**src/rtl/mc_ctrl_fsm_pkg.sv**
```systemverilog
// Shared encodings for the RV32I multi-cycle sequencer: states, opcodes, mux selects,
// fault codes, and the opcode-class / branch-resolution helpers.
package mc_ctrl_fsm_pkg;

  typedef enum logic [2:0] {
    S_IF   = 3'd0,
    S_ID   = 3'd1,
    S_EX   = 3'd2,
    S_MEM  = 3'd3,
    S_WB   = 3'd4,
    S_TRAP = 3'd5
  } state_t;

  localparam logic [6:0] OP_R     = 7'b0110011;
  localparam logic [6:0] OP_I     = 7'b0010011;
  localparam logic [6:0] OP_LOAD  = 7'b0000011;
  localparam logic [6:0] OP_STORE = 7'b0100011;
  localparam logic [6:0] OP_BR    = 7'b1100011;
  localparam logic [6:0] OP_JAL   = 7'b1101111;
  localparam logic [6:0] OP_JALR  = 7'b1100111;
  localparam logic [6:0] OP_LUI   = 7'b0110111;

  localparam logic [2:0] NPC_PLUS4  = 3'b000;
  localparam logic [2:0] NPC_BRANCH = 3'b001;
  localparam logic [2:0] NPC_JUMP   = 3'b010;
  localparam logic [2:0] NPC_JALR   = 3'b100;

  localparam logic [1:0] WD_ALU = 2'b00;
  localparam logic [1:0] WD_MEM = 2'b01;
  localparam logic [1:0] WD_PC4 = 2'b10;

  localparam logic [1:0] FLT_NONE    = 2'b00;
  localparam logic [1:0] FLT_ILLEGAL = 2'b01;
  localparam logic [1:0] FLT_IMEM    = 2'b10;
  localparam logic [1:0] FLT_DMEM    = 2'b11;

  typedef struct packed {
    logic r;
    logic i;
    logic load;
    logic store;
    logic br;
    logic jal;
    logic jalr;
    logic lui;
  } op_class_t;

  // All-zero result marks an opcode the datapath cannot execute.
  function automatic op_class_t classify(input logic [6:0] op);
    op_class_t c;
    c = '0;
    case (op)
      OP_R:     c.r     = 1'b1;
      OP_I:     c.i     = 1'b1;
      OP_LOAD:  c.load  = 1'b1;
      OP_STORE: c.store = 1'b1;
      OP_BR:    c.br    = 1'b1;
      OP_JAL:   c.jal   = 1'b1;
      OP_JALR:  c.jalr  = 1'b1;
      OP_LUI:   c.lui   = 1'b1;
      default:  c     = '0;
    endcase
    return c;
  endfunction

  // funct3[2] picks the less-than compare over equality; funct3[0] inverts the sense.
  function automatic logic branch_taken(input logic [2:0] f3, input logic zero,
                                        input logic lt);
    return f3[2] ? (lt ^ f3[0]) : (zero ^ f3[0]);
  endfunction

endpackage

```
**src/rtl/mc_ctrl_fsm_mem_wait_timer.sv**
```systemverilog
// Counts cycles spent waiting on a memory ack and flags expiry on the last allowed
// cycle; an ack arriving in that same cycle suppresses expiry.
module mem_wait_timer #(
  parameter int MEM_TIMEOUT = 16
) (
  input  logic clk,
  input  logic rstn,
  input  logic clear,
  input  logic tick,
  input  logic ack,
  output logic expired
);

  localparam bit EN = (MEM_TIMEOUT != 0);
  localparam int TW = (MEM_TIMEOUT > 1) ? $clog2(MEM_TIMEOUT) : 1;
  localparam logic [TW-1:0] LAST = TW'(EN ? MEM_TIMEOUT - 1 : 0);

  logic [TW-1:0] cnt;

  always_ff @(posedge clk or negedge rstn) begin
    if (!rstn) begin
      cnt <= '0;
    end else if (clear || ack || !EN) begin
      cnt <= '0;
    end else if (tick) begin
      cnt <= cnt + TW'(1);
    end
  end

  assign expired = EN && tick && !ack && (cnt == LAST);

endmodule

```
**src/rtl/mc_ctrl_fsm.sv**
```systemverilog
// Multi-cycle IF/ID/EX/MEM/WB sequencer for the RV32I datapath: memory handshakes with
// timeout, branch resolution, retired-instruction count and illegal-opcode trap.
module mc_ctrl_fsm
  import mc_ctrl_fsm_pkg::*;
#(
  parameter int MEM_TIMEOUT = 16,
  parameter int CNT_W       = 32
) (
  input  logic             clk,
  input  logic             rstn,
  input  logic             run,
  input  logic [6:0]       Op,
  input  logic [2:0]       Funct3,
  input  logic             Zero,
  input  logic             alu_lt,
  input  logic             imem_ack,
  input  logic             dmem_ack,
  output logic             imem_req,
  output logic             ir_we,
  output logic             dmem_req,
  output logic             dmem_we,
  output logic             rf_we,
  output logic [1:0]       wd_sel,
  output logic             pc_we,
  output logic [2:0]       npc_sel,
  output logic             halted,
  output logic [1:0]       fault_code,
  output logic [2:0]       state_o,
  output logic [CNT_W-1:0] instret_cnt
);

  state_t     state, next_state;
  op_class_t  cls;
  logic [1:0] fault_nxt;
  logic       if_pend;
  logic       fetch;
  logic       wait_tick;
  logic       expired;
  logic       br_bad;
  logic       taken;

  // Once a fetch is issued it stays requested until ack, even if run drops.
  assign fetch     = rstn && (run || if_pend);
  assign wait_tick = imem_req || dmem_req;
  assign br_bad    = (Funct3[2:1] == 2'b01);
  assign taken     = branch_taken(Funct3, Zero, alu_lt);
  assign state_o   = state;

  mem_wait_timer #(.MEM_TIMEOUT(MEM_TIMEOUT)) u_timer (
    .clk     (clk),
    .rstn    (rstn),
    .clear   (!wait_tick),
    .tick    (wait_tick),
    .ack     (state == S_IF ? imem_ack : dmem_ack),
    .expired (expired)
  );

  always_ff @(posedge clk or negedge rstn) begin
    if (!rstn) state <= S_IF;
    else       state <= next_state;
  end

  always_comb begin
    next_state = state;
    fault_nxt  = fault_code;
    case (state)
      S_IF: begin
        if (imem_req && imem_ack) begin
          next_state = S_ID;
        end else if (expired) begin
          next_state = S_TRAP;
          fault_nxt  = FLT_IMEM;
        end
      end
      S_ID: begin
        if (classify(Op) == '0) begin
          next_state = S_TRAP;
          fault_nxt  = FLT_ILLEGAL;
        end else begin
          next_state = S_EX;
        end
      end
      S_EX: begin
        if (cls.br && br_bad) begin
          next_state = S_TRAP;
          fault_nxt  = FLT_ILLEGAL;
        end else if (cls.br) begin
          next_state = S_IF;
        end else if (cls.load || cls.store) begin
          next_state = S_MEM;
        end else begin
          next_state = S_WB;
        end
      end
      S_MEM: begin
        if (dmem_ack) begin
          next_state = cls.store ? S_IF : S_WB;
        end else if (expired) begin
          next_state = S_TRAP;
          fault_nxt  = FLT_DMEM;
        end
      end
      S_WB:    next_state = S_IF;
      S_TRAP:  next_state = S_TRAP;
      default: next_state = S_IF;
    endcase
  end

  always_comb begin
    imem_req = 1'b0;
    ir_we    = 1'b0;
    dmem_req = 1'b0;
    dmem_we  = 1'b0;
    rf_we    = 1'b0;
    wd_sel   = WD_ALU;
    pc_we    = 1'b0;
    npc_sel  = NPC_PLUS4;
    halted   = 1'b0;
    case (state)
      S_IF: begin
        imem_req = fetch;
        ir_we    = fetch && imem_ack;
      end
      S_EX: begin
        if (cls.br && !br_bad) begin
          pc_we   = 1'b1;
          npc_sel = taken ? NPC_BRANCH : NPC_PLUS4;
        end
      end
      S_MEM: begin
        dmem_req = 1'b1;
        dmem_we  = cls.store;
        pc_we    = cls.store && dmem_ack;
      end
      S_WB: begin
        rf_we   = 1'b1;
        pc_we   = 1'b1;
        wd_sel  = cls.load ? WD_MEM : ((cls.jal || cls.jalr) ? WD_PC4 : WD_ALU);
        npc_sel = cls.jal ? NPC_JUMP : (cls.jalr ? NPC_JALR : NPC_PLUS4);
      end
      S_TRAP:  halted = 1'b1;
      default: halted = 1'b0;
    endcase
  end

  always_ff @(posedge clk or negedge rstn) begin
    if (!rstn) begin
      cls         <= '0;
      fault_code  <= FLT_NONE;
      if_pend     <= 1'b0;
      instret_cnt <= '0;
    end else begin
      fault_code <= fault_nxt;
      if_pend    <= (state == S_IF) && imem_req && !imem_ack;
      if (state == S_ID) cls <= classify(Op);
      if (pc_we) instret_cnt <= instret_cnt + CNT_W'(1);
    end
  end

endmodule
```
**config.mk**
```make
export PLATFORM = sky130hd
export DESIGN_NAME = mc_ctrl_fsm
export DESIGN_NICKNAME = d
export VERILOG_FILES = /design/src/rtl/mc_ctrl_fsm_pkg.sv /design/src/rtl/mc_ctrl_fsm_mem_wait_timer.sv /design/src/rtl/mc_ctrl_fsm.sv
export SDC_FILE = /design/constraint.sdc
export NUM_CORES = 1
export LEC_CHECK = 0
export BUFFER_PORTS_ARGS = -buffer_cell sky130_fd_sc_hd__buf_4
export CAP_MARGIN = 10
export CORE_MARGIN = 2
export CORE_UTILIZATION = 36
export CTS_BUF_LIST = sky130_fd_sc_hd__clkbuf_16
export CTS_CLUSTER_DIAMETER = 100
export CTS_CLUSTER_SIZE = 25
export DETAILED_ROUTE_END_ITERATION = 8
export HOLD_SLACK_MARGIN = 0.03
export SYNTH_ARGS = -nofsm -noshare
export SYNTH_HDL_FRONTEND = slang
export SYNTH_SLANG_ARGS = --single-unit
```
**constraint.sdc**
```tcl
create_clock -name clk -period 4.05 [get_ports clk]
set_input_delay 0 -clock clk [delete_from_list [all_inputs] [get_ports clk]]
set_output_delay 0 -clock clk [all_outputs]
set_load 0.01 [all_outputs]
```
Word-level counts from Yosys, hierarchy flattened
Index checks and enable logic that the tools add are counted.
{"block": "totals", "latchBits": 0, "mem_bits_ro": 0, "regBits": 47, "output_inout_bits": 49, "mem_bits_rw": 0, "n_memories": 0, "wordCells": 111, "inputBits": 17}
{"block": "classes", "eq_ne": 21, "mux": 52, "n_addsub": 2, "n_bitwise": 2, "mul": 0, "div_mod_pow": 0, "n_lt_le_gt_ge": 0, "n_reduce_logical": 24, "shift": 0}
{"op": "32-bit by 1-bit adder with 32-bit output (second input constant)", "n": 1}
{"op": "3-bit 2-to-1 mux", "n": 10}
{"op": "1-bit 2-to-1 mux", "n": 27}
{"op": "7-bit by 6-bit equality test with 1-bit output (second input constant)", "n": 3}
{"op": "7-bit equality test (second input constant)", "n": 3}
{"op": "2-bit 2-to-1 mux", "n": 9}
{"op": "3-bit case mux with 5 select lines", "n": 1}
{"op": "2-bit inequality test (second input constant)", "n": 6}
{"op": "1-bit logical AND", "n": 10}
{"op": "8-bit logical NOT", "n": 1}
{"op": "4-bit 2-to-1 mux", "n": 2}
{"op": "2-bit case mux with 4 select lines", "n": 1}
{"op": "7-bit by 2-bit equality test with 1-bit output (second input constant)", "n": 1}
{"op": "7-bit by 5-bit equality test with 1-bit output (second input constant)", "n": 1}
{"op": "7-bit AND reduction", "n": 1}
{"op": "3-bit by 2-bit equality test with 1-bit output (second input constant)", "n": 2}
{"op": "3-bit equality test (second input constant)", "n": 2}
{"op": "3-bit case mux with 2 select lines", "n": 1}
{"op": "1-bit logical OR", "n": 5}
{"op": "4-bit by 1-bit adder with 4-bit output (second input constant)", "n": 1}
{"op": "4-bit equality test (second input constant)", "n": 1}
{"op": "1-bit logical NOT", "n": 4}
{"op": "4-bit nonzero test", "n": 1}
{"op": "3-bit by 1-bit equality test with 1-bit output (second input constant)", "n": 1}
{"op": "other kinds (5)", "n": 6}

Logic depth before layout (Yosys ltp)
{"block": "depth", "ltp_word": 9, "ltp_mapped": 8, "depth_no_buf": 5}

By module
Synthesis repeated with hierarchy kept, for this count alone.
{"block": "hier_totals", "cells_unflattened": 250, "area_unflattened_um2": 2597.5}
{"module": "mc_ctrl_fsm", "instances": 1, "cells_per_inst": 230, "area_per_inst_um2": 2359.8, "seq_area_each_um2": 1076.0}
{"module": "mem_wait_timer", "instances": 1, "cells_per_inst": 20, "area_per_inst_um2": 237.7, "seq_area_each_um2": 100.1}

Worst setup path after synthesis
OpenSTA, ideal clock, no wires.
{"block": "synth_path", "path_kind": "register to register", "start": "reg state[2] (netlist: state_o[2])", "end": "reg instret_cnt[30]", "path_buffers": 2, "period_less_slack_ns": 2.021, "path_stages_with_launch": 8, "arrival_time_ns": 1.896, "setup_time_ns": 0.126, "path_slack_ns": 2.029, "required_time_ns": 3.924, "path_cell_list": "dfrtp_1 > buf_6 > and4b_1 > a32oi_2 > a2111oi_4 > buf_6 > nand4_2 > xnor2_2"}
{"block": "synth_via", "elab_chain_len": 2, "elab_cells_between_ends": 4, "cone_classes": "eq/ne: 3; mux: 1"}
{"element": "start: declaration", "line_no": "mc_ctrl_fsm.sv:32", "rtl": "state_t state, next_state;"}
{"element": "start signal: assignment", "line_no": "mc_ctrl_fsm.sv:60", "rtl": "else state <= next_state;"}
{"element": "3-bit equality test or 3-bit by 2-bit equality test with 1-bit output (tied branches)", "line_no": "mc_ctrl_fsm.sv:119", "rtl": "case (state)"}
{"element": "1-bit case mux with 3 select lines (*)", "line_no": "mc_ctrl_fsm.sv:119"}
{"element": "end signal: assignment", "line_no": "mc_ctrl_fsm.sv:156", "rtl": "if (pc_we) instret_cnt <= instret_cnt + CNT_W'(1);"}
{"element": "end: declaration", "line_no": "mc_ctrl_fsm.sv:29", "rtl": "output logic [CNT_W-1:0] instret_cnt"}
Mark *: on every way between the ends. The rest lies on a longest branch, timed or not.
A chain may end at the register's enable or synchronous reset.

Final worst setup path
{"block": "layout_path", "start": "reg state[0] (netlist: state_o[0])", "end": "reg cls[1] (netlist name)"}
{"block": "layout_via", "elab_chain_len": 1}
{"element": "3-bit by 1-bit equality test with 1-bit output", "line_no": "mc_ctrl_fsm.sv:155", "rtl": "if (state == S_ID) cls <= classify(Op);"}
{"element": "end signal: assignment", "line_no": "mc_ctrl_fsm.sv:155"}
{"element": "end: declaration", "line_no": "mc_ctrl_fsm.sv:33", "rtl": "op_class_t cls;"}
No other way between the ends.

==> flow_summary.toml <==
[final_layout]
fin_area_um2 = 3220
nets = 329
mostFrequentLayoutCells = "65 x buf_4, 47 x dfrtp_1, 28 x xnor2_1"
fillers = 656
drive_above_1_share_pct = 27.0
layout_commonest_cell = "buf_4"
syn_to_final_growth_pct = 29.5
diodes = 0

[drt]
vias_per_cell = 5.16
drtAntennaViolNets = 0
firstDrtPassIters = 4
drcViolationCount = 0
wirelength_um = 5610
routedWlPerCell_um = 14.4
vias = 2018
first_iter_violations = 109

[yosys]
synth_cell_type_count = 50
syn-cell-area_um2 = 2480
async_flop_share_pct = 100
syn-num-nets = 260
yosysSeqAreaShare_pct = 47.4
yosysWarnings = 0
syn_inst = 241
synth.area.top_cells = "dfrtp_1 47%, xnor2_1 9.9%, nand3_1 4.0%"
synth.top_cell.area_share_pct = 47.4
synth_area_leader_cell = "dfrtp_1"
yosys_register_bits = 47
synth-main-ff-cell = "dfrtp_1"
synth-edff-count = 0
avgSynthCellArea_um2 = 10.3

[pwr]
p_int_uw = 930
pwr-share-clk_pct = 28.6
sw_frac_of_total_pct = 33.7
leakagePower_uw = 0.00152
ir_drop_uv = 209
seq_power_share_pct = 44.6
combPwrFrac_pct = 26.8
p_per_area_nw_per_um2 = 436
p_switching_uw = 472

[sta]
fin_tns_setup_ns = 0
max_clock_freq_mhz = 369
fin_skew_ns = 0.00317
hold_viol = 0
finalSetupViolCount = 0
timing.slew.headroom_pct = 46.5
tightest_slew_ns = 0.803
slew_violations = 0
rsz0062_at_grt = "false"
period_minus_slack_ns = 2.71
period_share_pct = 66.9

[die]
die_y_um = 87.1
core_um2 = 6720
die_x_um = 87.1
rows = 30
start_util_pct = 37.0
pin_count = 66
dieArea_um2 = 7580

[run]
maxCapViolations = 0

[placement]
routabilityCongestion = 0.828
dp_hpwl_um = 4020
portBuffers = 65
place_area_um2 = 3010

[setup_path]
start_kind = "flop"
cp_max_fo = 20
slowest_delay_ns = 0.74
critPathCaptureType = "flop"
crit_chain = "or3b_2 > or2_2 > nor2_1 > nand3_1 > o21ai_0 > dlygate4sd3_1"
required_ns = 4.27
critPathKind = "flop to flop"
cp_slowest_cell = "dfrtp_1"
arrival_ns = 2.93

[global_route]
grt_pass1_wl_um = 9240
grt_pass1_vias = 1902
antenna_found_initial = 0
grt_overflow = 0
grt.total_usage_pct = 15.8
grt_max_degree = 50

[cts]
cts_tree = "yes"
cts_sinks = 47
worstSkewPairLatency_ns = 0.29
cts_buffers = 5
cts_root_buffer = "clkbuf_16"
clkSlewWorstSetupHoldPaths_ns = 0.06
cts.path.max_buffers = 2
htree_levels = 2

[min_path]
hp-class = "input pin to flop"

[run_status]
outcome = "finished clean"
## power by group through the flow
stage               combinational (µW)  clock, µW  sequential, µW
CTS                                381        421             624
global route                       418        442             638
floorplan                          264          0             595
global placement                   372          0             630
detailed placement                 375          0             633
finish                             376        401             625
## path summary, 6_finish.rpt
kind / slack, ns / cells past startpoint / end / from
max in group asynchronous: 3.38 / 2 / cls[3]$_DFFE_PN0P_ / rstn
min: 0.04 / 3 / cls[2]$_DFFE_PN0P_ / Op[2]
min reg2reg: 0.47 / 1 / u_timer.cnt[0]$_DFFE_PN0P_ / u_timer.cnt[0]$_DFFE_PN0P_
min in group asynchronous: 0.27 / 2 / instret_cnt[31]$_DFFE_PN0P_ / rstn
max: 1.34 / 6 / cls[1]$_DFFE_PN0P_ / state_o[0]$_DFF_PN0_
max reg2reg: 1.34 / 6 / cls[1]$_DFFE_PN0P_ / state_o[0]$_DFF_PN0_
## metrics by stage
step	util [%]	total power [µW]	hold WS, ns	setup WS (ns)	cells
detailed placement	44.8	1010	0.0562	1.55	377
CTS	47.9	1430	0.0331	1.39	391
global route	47.9	1500	0.0546	1.18	391
floorplan	-	860	-0.296	2.03	241
finish	47.9	1400	0.0378	1.34	391
global placement	44.8	1000	0.0548	1.62	377
## layout make-up
cell class	count	area [µm²]	area share [%]
clock inverter	3	20.0	0.623
multi-input combinational	177	1210	37.7
inverter	8	32.5	1.01
clock buffer	5	125	3.89
timing repair buffer	71	548	17.0
tap	80	100	3.11
sequential	47	1180	36.6
## cells in the mapped netlist, drive strengths merged (2+ instances only)
library cell	count
a21o	2
inv	8
nor4bb	2
a31oi	3
and2	2
nor3	3
or2	2
nand2	20
a21oi	4
buf	5
o31ai	2
dfrtp	47
clkbuf	4
and4	6
xor2	6
nor2	19
nor3b	3
o21ai	4
nand4	11
or3	2
nand3	20
and3	13
xnor2	29
nand2b	3
ha	2
o311ai	2
## critical path, delay by kind of cell, from the launching register on
family / cells / cell delay, ns
AND/OR/NAND/NOR: 4 / 1.18
flip-flops: 1 / 0.74
buffers and inverters: 1 / 0.57
AO/OA/AOI/OAI: 1 / 0.14
## logic make-up (layout without fill, tap and decap cells)
kind of cell | after synthesis | in the layout | share of synthesized area [%]
compound gates | 27 | 27 | 9.07
xor+xnor | 35 | 35 | 12.6
fa+ha+maj | 2 | 2 | 1.01
buf+inv | 17 | 87 | 3.78
flops | 47 | 47 | 47.4
mux | 2 | 2 | 0.856
simple gates | 111 | 111 | 25.3
## flip-flops by register name (all words and copies together) (netlist names)
register	count
if_pend	1
fault_code	2
instret_cnt	32
u_timer.cnt	4
cls	5
state_o	3
## per-layer routing
layer	global-route usage, %	vias up	part of all wire, %
li1	-	993	-
met1	21.6	977	49
met2	23.4	39	45
met3	3.98	9	4.2
met4	7.24	0	2.0
met5	0	-	0
## what timing repair did
action                                  CTS  global route
buffers inserted                          0             0
resized for setup                         0             0
hold endpoints to repair                 51             0
hold buffers                              6             0
endpoints found under the setup margin    0             0
Note: power is estimated with default switching activity, not from simulation.
